$ cat src/rtl/logic_op_pkg.sv
// Shared types for the bitwise logic pipeline: function select codes and result flags.
package logic_op_pkg;

  localparam int unsigned OP_W = 3;

  typedef enum logic [OP_W-1:0] {
    OP_OR   = 3'd0,
    OP_AND  = 3'd1,
    OP_NAND = 3'd2,
    OP_XOR  = 3'd3,
    OP_NOT  = 3'd4,
    OP_NOR  = 3'd5,
    OP_XNOR = 3'd6,
    OP_PASS = 3'd7
  } op_e;

  typedef struct packed {
    logic zero;
    logic parity;
  } flags_t;

endpackage

$ cat src/rtl/logic_op_stage.sv
// One valid/ready register slice: loads when empty or when its contents leave
// the same cycle, otherwise holds data unchanged.
module logic_op_stage #(
  parameter int unsigned     DW      = 8,
  parameter logic [DW-1:0]   RST_VAL = '0
) (
  input  logic          clk,
  input  logic          rst_n,
  input  logic          in_valid,
  output logic          load_ok_c,
  input  logic [DW-1:0] d,
  output logic          out_valid,
  input  logic          out_ready,
  output logic [DW-1:0] q
);

  logic load_c;

  assign load_ok_c = !out_valid || out_ready;
  assign load_c    = in_valid && load_ok_c;

  // When the slot is free, validity simply follows the upstream valid.
  always_ff @(posedge clk) begin
    if (!rst_n) begin
      out_valid <= 1'b0;
      q         <= RST_VAL;
    end else begin
      if (load_ok_c) out_valid <= in_valid;
      if (load_c)    q         <= d;
    end
  end

endmodule

$ cat src/rtl/logic_op_pipe.sv
// Two-stage valid/ready pipeline applying one of eight bitwise functions to
// WIDTH-bit operands, with zero/parity flags and a delivered-result counter.
module logic_op_pipe
  import logic_op_pkg::*;
#(
  parameter int unsigned WIDTH = 8,
  parameter int unsigned CNT_W = 16
) (
  input  logic             clk,
  input  logic             rst_n,
  input  logic             in_valid,
  output logic             in_ready,
  input  logic [WIDTH-1:0] a,
  input  logic [WIDTH-1:0] b,
  input  logic [OP_W-1:0]  op,
  output logic             out_valid,
  input  logic             out_ready,
  output logic [WIDTH-1:0] y,
  output logic             zero,
  output logic             parity,
  output logic [CNT_W-1:0] ops_done
);

  localparam int unsigned S2_W = WIDTH + $bits(flags_t);
  localparam logic [S2_W-1:0] S2_RST = {WIDTH'(0), 1'b1, 1'b0};

  logic [WIDTH-1:0] f_c;
  logic [WIDTH-1:0] s1_res;
  logic             s1_valid;
  logic             s2_load_ok;
  flags_t           flags_c;
  flags_t           s2_flags;

  // Function decode on the raw operands.
  always_comb begin
    f_c = b;
    case (op_e'(op))
      OP_OR:   f_c = a | b;
      OP_AND:  f_c = a & b;
      OP_NAND: f_c = ~(a & b);
      OP_XOR:  f_c = a ^ b;
      OP_NOT:  f_c = ~a;
      OP_NOR:  f_c = ~(a | b);
      OP_XNOR: f_c = ~(a ^ b);
      OP_PASS: f_c = b;
      default: f_c = b;
    endcase
  end

  logic_op_stage #(
    .DW      (WIDTH),
    .RST_VAL ('0)
  ) u_s1 (
    .clk       (clk),
    .rst_n     (rst_n),
    .in_valid  (in_valid),
    .load_ok_c (in_ready),
    .d         (f_c),
    .out_valid (s1_valid),
    .out_ready (s2_load_ok),
    .q         (s1_res)
  );

  // Flags are computed from the S1 result so they register alongside y.
  always_comb begin
    flags_c        = '0;
    flags_c.zero   = ~|s1_res;
    flags_c.parity = ^s1_res;
  end

  logic_op_stage #(
    .DW      (S2_W),
    .RST_VAL (S2_RST)
  ) u_s2 (
    .clk       (clk),
    .rst_n     (rst_n),
    .in_valid  (s1_valid),
    .load_ok_c (s2_load_ok),
    .d         ({s1_res, flags_c}),
    .out_valid (out_valid),
    .out_ready (out_ready),
    .q         ({y, s2_flags})
  );

  assign zero   = s2_flags.zero;
  assign parity = s2_flags.parity;

  // Counts output handshakes; wraps naturally at 2^CNT_W.
  always_ff @(posedge clk) begin
    if (!rst_n) begin
      ops_done <= '0;
    end else if (out_valid && out_ready) begin
      ops_done <= ops_done + CNT_W'(1);
    end
  end

endmodule
$ cat config.mk
export PLATFORM = sky130hd
export DESIGN_NAME = logic_op_pipe
export DESIGN_NICKNAME = d
export VERILOG_FILES = /design/src/rtl/logic_op_pkg.sv /design/src/rtl/logic_op_stage.sv /design/src/rtl/logic_op_pipe.sv
export SDC_FILE = /design/constraint.sdc
export NUM_CORES = 1
export LEC_CHECK = 0
export ABC_AREA = 1
export CAP_MARGIN = 20
export CORE_MARGIN = 2
export CORE_UTILIZATION = 39
export CTS_BUF_LIST = sky130_fd_sc_hd__clkbuf_8
export DETAILED_ROUTE_END_ITERATION = 10
export GPL_TIMING_DRIVEN = 0
export HOLD_SLACK_MARGIN = 0.15
export PLACE_DENSITY = 0.66
export SYNTH_ARGS = -nofsm -noshare
export SYNTH_HDL_FRONTEND = slang
export SYNTH_SLANG_ARGS = --single-unit
export TNS_END_PERCENT = 100
$ cat constraint.sdc
create_clock -name clk -period 1.45 [get_ports clk]
set_clock_uncertainty 0.2 [all_clocks]
set_input_delay 0.29 -clock clk [delete_from_list [all_inputs] [get_ports clk]]
set_output_delay 0.29 -clock clk [all_outputs]
set_load 0.1 [all_outputs]
==> results of run 1 <==
## per-layer routing
layer,vias to the layer above,wire length [µm],track usage
met4,0,68,0.0617
met2,68,3160,0.340
li1,1327,-,-
met5,-,0,0
met3,7,274,0.0337
met1,1166,2950,0.254
## flip-flops by register name, indices dropped and copies added (netlist names)
name            count
ops_done           16
u_s1.q              8
u_s2.out_valid      1
u_s2.q             10
u_s1.out_valid      1
## power breakdown
group          switching [mW]  internal, mW  total (mW)
Combinational           0.490         0.264       0.754
Sequential             0.0330          1.01        1.04
Clock                   0.366         0.379       0.745
## worst max-delay path, stage by stage (launching register included)
cell	delay, ns
dfxtp_4	0.39
nand3_4	0.11
buf_12	0.18
## per-stage QoR
stage                     instance area (µm²)  worst slack [ns]  total power, mW  std cells
final                                    3460          -0.00991             2.54        499
after global routing                     3460           -0.0597             2.67        499
after CTS                                3320           -0.0192             2.49        498
after detailed placement                 3090             -1.15             1.73        485
after global placement                   3090             -1.14             1.72        485
after floorplan                          2530            -0.289             1.53        363
## worst max-delay path by stage
stage	start	endpoint	slack, ns	cells past startpoint
floorplan	u_s2.out_valid	u_s1.q[7]	-0.29	6
global placement	out_ready	in_ready	-1.14	4
detailed placement	out_ready	in_ready	-1.15	4
CTS	u_s2.out_valid	in_ready	-0.02	2
global route	u_s2.out_valid	ops_done[14]	-0.06	7
finish	u_s2.out_valid	in_ready	-0.01	2
## what timing repair did
action,CTS,global route
pin swaps,7,5
endpoints found under the hold margin,9,0
resized for setup,237,53
buffers inserted,3,1
endpoints found under the setup margin,54,34
hold buffers,2,0
## cells by family (layout without fill, tap and decap cells)
family / count (synthesis) / count (layout)
flops: 36 / 36
compound gates: 85 / 85
simple gates: 146 / 146
buf+inv: 71 / 132
xor+xnor: 4 / 4
fa+ha+maj: 21 / 21
## cell usage in the layout, fill, tap and decap left out, types with 2 or more instances in the layout
master,count
nand3_1,11
clkdlybuf4s15_1,3
dfxtp_4,16
buf_2,5
nand2_2,5
clkbuf_2,3
clkbuf_1,2
dfxtp_2,14
buf_6,20
o21ai_0,32
clkbuf_8,6
inv_1,41
o21ai_1,15
a21oi_2,2
inv_4,2
xor2_1,2
nand3_4,4
nor2_4,6
clkinv_2,2
a21oi_1,34
nand3_2,2
buf_4,17
dlygate4sd2_1,12
nand2_4,4
nor2_1,32
nand2_1,52
ha_1,11
nand3b_1,4
inv_2,14
nor3_1,3
nand4_1,21
dfxtp_1,6
ha_4,10
## cell type report
type,count,area [µm²],share of cell area
buffer,13,96.3,0.0278
timing repair buffer,53,492,0.142
clock buffer,6,82.6,0.0238
sequential,36,798,0.230
clock inverter,2,10.0,0.00289
inverter,58,223,0.0643
multi-input combinational,256,1670,0.482
tap,75,93.8,0.0271
==> impl_metrics.csv, run 1 <==
group,metric,value,unit
run_status,status,"complete, but fails checks",
run_status,violations,"negative setup slack",
setup_path,end_kind,"output pin",
yosys,synth-edff-count,0,
clock_tree,clockRootBuffer,"clkbuf_8",
drt,routed_wl,6.45,mm
yosys,synth_cells,363,
place,io_buffers,47,
setup_path,r2r_cells,7,
worst_hold_path,hold_end,"u_s1.q[0]",
setup_path,reg2reg_from,"u_s2.out_valid",
yosys,synth-xor-area-share,0.0146,
power_and_ir_drop,p_per_area,734,nW/µm²
setup_path,required,0.96,ns
yosys,synthSimpleGateAreaFrac,0.276,
yosys,yosys.area.top_type,"dfxtp_1",
grt,gr-total-overflow,0,
drt,routed_via_density,5.15,
timing,slew_violations,0,
yosys,synth_top_family_by_area,"simple AND/OR/NAND/NOR gates",
run,maxCapViolCount,0,
worst_hold_path,hold_path_class,"in -> reg",
power_and_ir_drop,ir_drop,0.460,mV
worst_hold_path,min_from,"rst_n",
timing,fin_crit_sh,1.01,
setup_path,critPathArrivalTime,0.97,ns
setup_path,critPathMaxFanout,4,
floorplan,fp.dieH,82.3,µm
floorplan,coreArea,5920,µm²
timing,post-route-worst-setup-slack,-0.00991,ns
setup_path,cp-start-kind,"flip-flop",
final_layout,fin_util,0.585,
yosys,syn-mean-instance-area,6.59,µm²
clock_tree,cts_tree,"built",
final_layout,syn2layout_area_growth,44.8,%
grt,grt_start_max_net_pins,12,
floorplan,ioPinCount,51,
floorplan,fp.dieW,82.3,µm
floorplan,dieArea,6780,µm²
worst_hold_path,holdPathStages,3,
yosys,synth_compound_area_frac,0.179,
drt,drtAntennaViolNets,0,
drt,first_pass_iters,5,
yosys,ys_ff_latch,36,
setup_path,path_class,"reg -> out",
drt,detail_route.wl_per_cell,12.9,µm
clock_tree,cts.path.max_buffers,2,
clock_tree,numCtsBuffers,5,
place,place_congestion,0.871,
final_layout,drive_gt1_frac,0.323,
floorplan,start_util,0.404,
yosys,ys_warn_count,0,
yosys,yosys.cell_types.count,23,
place,dp_hpwl,4.73,mm
yosys,synth_fa_ha_area_frac,0.110,
grt,first_global_vias,2307,
yosys,synth_ff_type,"dfxtp_1",
final_layout,diodes,0,
yosys,synthesis.area,2390,µm²
clock_tree,path_clk_slew,0.07,ns
yosys,synth_nets,407,
yosys,yosys-top-cells-count,"nand2_1 (60), inv_1 (56), o21ai_0 (48)",
grt,grt_usage,0.199,
final_layout,nets,467,
timing,hold_slack,0.153,ns
floorplan,rows,28,
yosys,synthMuxAreaShare,0,
power_and_ir_drop,p_leak,1.48,nW
timing,worstMarginPinSlew,0.485,ns
timing,layout_min_cycle_time,1.46,ns
drt,route.detailed.drc,0,
timing,rsz0062_at_grt,"true",
grt,antenna_found_initial,0,
drt,dr.first_iter.drc_count,127,
yosys,synth_most_common_cell,"nand2_1",
yosys,async_flop_share,0,
yosys,synth.top_cell.area_share,0.301,
clock_tree,cts.sinks,36,
timing,slew_headroom,0.677,
timing,setup_viol_count_final,1,
timing,final.setup.tns,-0.00991,ns
clock_tree,insertion_delay,0.29,ns
setup_path,rr_endpoint,"ops_done[14]",
clock_tree,h-tree-depth,2,
yosys,yosysSeqAreaShare,0.301,
yosys,synthTopCellsByArea,"dfxtp_1 (30%), ha_1 (11%), o21ai_0 (10%)",
grt,grt_pass1_wl,10.4,mm
final_layout,num-fill-cells,549,
timing,timing.fmax,685,MHz
drt,routed-via-count,2568,
setup_path,r2r_slack,0.03,ns
timing,hold_viol,0,
Power figures use the tool's default switching activity.
==> inputs of run 2 (changes only) <==
ABC_CLOCK_PERIOD_IN_PS = 1450   (was not set)
CORE_UTILIZATION = 48   (was 39)
PLACE_DENSITY = 0.79   (was 0.66)
==> impl_metrics.csv, run 2 (synthesis gave the netlist of run 1 again) <==
group,metric,value,unit
timing,slew_headroom,0.650,
setup_path,cp-start-kind,"flip-flop",
timing,timing.fmax,685,MHz
power_and_ir_drop,p_leak,1.55,nW
timing,hold_slack,0.128,ns
grt,grt_pass1_wl,10.8,mm
power_and_ir_drop,seqPwrFrac,0.414,
setup_path,reg2reg_from,"ops_done[3]",
timing,setup_viol_count_final,3,
power_and_ir_drop,combPwrFrac,0.307,
drt,routed_wl,6.90,mm
run,maxCapViolCount,0,
clock_tree,h-tree-depth,2,
worst_hold_path,hold_end,"u_s2.q[5]",
setup_path,path_class,"reg -> reg",
grt,gr-total-overflow,0,
drt,drtAntennaViolNets,0,
setup_path,critPathMaxFanout,6,
clock_tree,path_clk_slew,0.07,ns
place,dpl_worst_slack,-1.14,ns
floorplan,rows,25,
clock_tree,insertion_delay,0.28,ns
power_and_ir_drop,power,2.52,mW
final_layout,largest_reg_flops,16,
timing,post-route-worst-setup-slack,-0.00921,ns
clock_tree,cts.path.max_buffers,2,
place,io_buffers,47,
final_layout,nets,476,
final_layout,final_area,3550,µm²
floorplan,fp.dieW,74.6,µm
final_layout,num-fill-cells,375,
grt,antenna_found_initial,0,
power_and_ir_drop,ir_drop,0.351,mV
grt,grt_start_max_net_pins,11,
clock_tree,cts.sinks,36,
power_and_ir_drop,switchingPower,0.869,mW
grt,grt_usage,0.245,
power_and_ir_drop,p_clk_frac,0.280,
floorplan,fp.dieH,74.6,µm
final_layout,register_area,801,µm²
drt,dr_wl_met2,3.42,mm
grt,first_global_vias,2478,
worst_hold_path,min_from,"rst_n",
worst_hold_path,holdPathStages,3,
final_layout,final_common_cell,"nand2_1",
timing,fin_crit_sh,1.01,
timing,layout_min_cycle_time,1.46,ns
drt,route.detailed.drc,0,
setup_path,end_kind,"flip-flop",
floorplan,ioPinCount,51,
setup_path,r2r_cells,7,
final_layout,drive_gt1_frac,0.365,
run_status,violations,"negative setup slack",
drt,first_pass_iters,4,
setup_path,critPathArrivalTime,1.44,ns
worst_hold_path,hold_path_class,"in -> reg",
drt,m1WireLength,2.92,mm
clock_tree,clockRootBuffer,"clkbuf_8",
power_and_ir_drop,internal_power,1.65,mW
final_layout,fin_util,0.746,
clock_tree,numCtsBuffers,5,
drt,routed_via_density,5.44,
clock_tree,cts_tree,"built",
setup_path,required,1.43,ns
drt,dr.first_iter.drc_count,113,
floorplan,dieArea,5560,µm²
power_and_ir_drop,p_sw_frac,0.344,
floorplan,coreArea,4750,µm²
final_layout,reg_top3,"ops_done x16, u_s2.q x10, u_s1.q x8",
timing,rsz0062_at_grt,"true",
drt,routed.top_layer,"met4",
final_layout,diodes,0,
floorplan,start_util,0.503,
final_layout,final_cell_mix,"nand2_1 (52), inv_1 (43), nor2_1 (31), a21oi_1 (30), buf_4 (30)",
place,place_congestion,0.882,
timing,worstMarginPinSlew,0.526,ns
final_layout,largest-register,"ops_done",
place,dp_hpwl,4.49,mm
drt,dr_wl_met3,496,µm
run_status,status,"complete, but fails checks",
timing,hold_viol,0,
place,placement.cell_area,3080,µm²
final_layout,syn2layout_area_growth,48.3,%
drt,routed-via-count,2720,
setup_path,r2r_slack,-0.009,ns
timing,slew_violations,0,
drt,detail_route.wl_per_cell,13.8,µm
final_layout,multi_input_area,1710,µm²
setup_path,rr_endpoint,"ops_done[12]",
power_and_ir_drop,p_per_area,711,nW/µm²
[run 2: layout make-up]
| class | instances | share of cell area |
|---|---|---|
| Buffer | 13 | 0.0282 |
| Clock buffer | 6 | 0.0233 |
| Clock inverter | 2 | 0.00212 |
| Inverter | 58 | 0.0628 |
| Multi-Input combinational cell | 256 | 0.481 |
| Sequential cell | 36 | 0.226 |
| Tap cell | 67 | 0.0236 |
| Timing Repair Buffer | 62 | 0.153 |
[run 2: worst max-delay path: stages, from the launching register on]
cell	delay (ns)
dfxtp_4	0.39
nand2_4	0.06
nor2_4	0.17
nand2_2	0.09
nor2_4	0.16
nand3_2	0.11
o21ai_1	0.13
nor2_1	0.05
[run 2: worst max-delay path by stage]
stage	startpoint	endpoint	cells after the start
floorplan	u_s2.out_valid	u_s1.q[7]	6
global placement	out_ready	in_ready	4
detailed placement	out_ready	in_ready	4
CTS	u_s2.out_valid	in_ready	2
global route	ops_done[3]	ops_done[12]	7
finish	ops_done[3]	ops_done[12]	7
[run 2: power by group through the flow]
stage / Sequential [mW] / Clock, mW / Combinational (mW)
final: 1.04 / 0.706 / 0.774
after global routing: 1.05 / 0.767 / 0.843
after CTS: 1.04 / 0.722 / 0.680
after detailed placement: 1.06 / 0 / 0.667
after global placement: 1.05 / 0 / 0.655
after floorplan: 1.23 / 0 / 0.301
[run 2: routing by layer]
layer  track usage  vias to the layer above
li1              -                     1347
met2         0.418                      118
met4        0.0595                        0
met5             0                        -
met3        0.0447                       10
met1         0.320                     1245
[run 2: stage by stage]
stage | TNS [ns] | std cells
finish | -0.0236 | 500
global route | -0.459 | 500
CTS | -0.0151 | 490
detailed placement | -29.46 | 477
global placement | -28.75 | 477
floorplan | -3.79 | 363
[run 2: timing repair]
item,CTS,global route
resized for setup,226,83
pin swaps,8,20
hold buffers,1,1
hold endpoints to repair,9,1
endpoints found under the setup margin,54,31
buffers inserted,4,10
==> inputs of run 3 (changes only) <==
CORE_UTILIZATION = 49   (was 48)
SYNTH_HIERARCHICAL = 1   (was not set)
==> impl_metrics.csv, run 3 <==
group,metric,value,unit
run_status,status,"complete, but fails checks",
run_status,violations,"negative setup slack",
final_layout,drive_gt1_frac,0.349,
grt,first_global_vias,2595,
grt,gr-total-overflow,0,
clock_tree,cts.sinks,36,
floorplan,start_util,0.514,
grt,antenna_found_initial,0,
timing,hold_viol,0,
timing,setup_viol_count_final,6,
timing,post-route-worst-setup-slack,-0.0415,ns
setup_path,path_class,"reg -> out",
setup_path,cp-start-kind,"flip-flop",
timing,slew_headroom,0.775,
yosys,ys_ff_latch,36,
drt,dr.first_iter.drc_count,112,
drt,drtAntennaViolNets,0,
setup_path,required,0.96,ns
yosys,synthesis.area,2660,µm²
place,place_congestion,0.802,
power_and_ir_drop,ir_drop,0.443,mV
setup_path,critPathMaxFanout,3,
floorplan,rows,26,
clock_tree,cts_tree,"built",
yosys,yosys.area.top_type,"dfxtp_1",
setup_path,end_kind,"output pin",
yosys,syn-mean-instance-area,6.38,µm²
timing,worstMarginPinSlew,0.337,ns
power_and_ir_drop,power,2.64,mW
drt,first_pass_iters,4,
power_and_ir_drop,p_leak,1.82,nW
clock_tree,cts.path.max_buffers,2,
floorplan,fp.dieH,77.7,µm
yosys,synth.top_cell.area_share,0.271,
timing,slew_violations,0,
place,io_buffers,49,
place,placement.cell_area,3340,µm²
final_layout,reg_top3,"ops_done x16, u_s2/q x10, u_s1/q x8",
drt,routed-via-count,2760,
timing,timing.fmax,670,MHz
place,dp_hpwl,4.37,mm
setup_path,critPathArrivalTime,1.00,ns
yosys,ys_warn_count,6,
drt,routed_wl,6.54,mm
worst_hold_path,hold_path_class,"reg -> reg",
clock_tree,insertion_delay,0.29,ns
power_and_ir_drop,p_per_area,709,nW/µm²
run,maxCapViolCount,0,
floorplan,fp.dieW,77.7,µm
final_layout,register_area,785,µm²
yosys,synthTopCellsByArea,"dfxtp_1 (27%), nand2_1 (16%), inv_1 (11%)",
yosys,synth_ff_type,"dfxtp_1",
final_layout,syn2layout_area_growth,40.3,%
final_layout,final_common_cell,"nand2_1",
clock_tree,numCtsBuffers,5,
timing,layout_min_cycle_time,1.49,ns
yosys,yosys.cell_types.count,29,
timing,rsz0062_at_grt,"true",
final_layout,multi_input_area,1730,µm²
yosys,yosys-top-cells-count,"nand2_1 (110), inv_1 (81), nor2_1 (59), dfxtp_1 (36), nand3_1 (29)",
final_layout,largest-register,"ops_done",
final_layout,num-fill-cells,422,
yosys,yosysSeqAreaShare,0.271,
yosys,synth_cells,417,
grt,grt_usage,0.225,
clock_tree,h-tree-depth,2,
final_layout,final_area,3730,µm²
grt,grt_pass1_wl,11.2,mm
drt,detail_route.wl_per_cell,11.6,µm
final_layout,nets,538,
yosys,synth_nets,461,
drt,route.detailed.drc,0,
floorplan,ioPinCount,51,
final_layout,diodes,0,
clock_tree,path_clk_slew,0.07,ns
final_layout,final_cell_mix,"nand2_1 (101), inv_1 (68), nor2_1 (52), buf_6 (27), buf_4 (27)",
yosys,synth-edff-count,0,
grt,grt_start_max_net_pins,13,
timing,fin_crit_sh,1.03,
drt,routed_via_density,4.88,
yosys,synth_most_common_cell,"nand2_1",
final_layout,largest_reg_flops,16,
clock_tree,clockRootBuffer,"clkbuf_8",
yosys,async_flop_share,0,
floorplan,dieArea,6030,µm²
floorplan,coreArea,5170,µm²
-- run 3: cell types whose count changed after synthesis, moves of 12 or more --
cell,previous run,this run
a21oi_1,36,14
o21ai_0,48,5
nand2_1,60,110
inv_1,56,81
nor2_1,36,59
nand3_1,17,29
-- run 3: cell families (layout without fill, tap and decap cells) --
group / count (synthesis) / after routing / share of synthesized area
xor+xnor: 4 / 4 / 0.0132
buf+inv: 92 / 170 / 0.158
simple gates: 226 / 226 / 0.368
fa+ha+maj: 21 / 21 / 0.0988
flops: 36 / 36 / 0.271
compound gates: 38 / 38 / 0.0908
-- run 3: power by group --
group	internal (mW)	switching [mW]	leakage, nW	total, mW
sequential	1.02	0.0341	0.309	1.05
combinational	0.338	0.533	1.46	0.872
clock	0.379	0.343	0.0510	0.722
total	1.73	0.910	1.82	2.64
-- run 3: path summary, 6_finish.rpt --
kind	from	to	cells past startpoint	slack [ns]
max	u_s2/out_valid	in_ready	4	-0.04
min	u_s2/q[3]	u_s2/q[3]	2	0.28
max reg2reg	u_s1/q[1]	u_s2/q[0]	8	0.02
min reg2reg	u_s2/q[3]	u_s2/q[3]	2	0.28
-- run 3: metal layers --
| layer | wire length, µm | track usage | share of wire |
|---|---|---|---|
| met1 | 2760 | 0.264 | 0.42 |
| met2 | 3360 | 0.418 | 0.51 |
| met3 | 325 | 0.0372 | 0.050 |
| met4 | 94 | 0.0607 | 0.014 |
| met5 | 0 | 0 | 0 |
-- run 3: layout make-up --
type | count | share of cell area
clock buffers | 6 | 0.0221
well taps | 70 | 0.0235
inverters | 82 | 0.0855
plain buffers | 8 | 0.0221
flip-flops and latches | 36 | 0.210
clock inverters | 2 | 0.00268
repair buffers | 72 | 0.171
multi-input cells | 289 | 0.463
-- run 3: critical path, stage by stage (launching register included) --
cell	delay, ns
dfxtp_4	0.37
nand2_4	0.05
inv_4	0.07
nand2_8	0.05
buf_12	0.17
-- run 3: repair_timing --
action	CTS	global route
endpoints found under the hold margin	7	0
endpoints found under the setup margin	50	33
pin swaps	20	30
gates cloned	0	0
hold buffers	1	0
buffers inserted	19	3
gates resized for setup	241	64
-- run 3: stage by stage --
step | setup TNS (ns) | setup slack, ns | hold WS, ns | std cells | util
3_3_place_gp | -27.65 | -1.57 | 0.250 | 536 | 0.646
3_5_place_dp | -28.50 | -1.58 | 0.254 | 536 | 0.646
4_1_cts | -0.298 | -0.164 | 0.272 | 563 | 0.700
5_1_grt | -1.02 | -0.130 | 0.326 | 565 | 0.722
6_report | -0.128 | -0.0415 | 0.283 | 565 | 0.722
2_1_floorplan | -1.48 | -0.132 | 0.218 | 417 | -
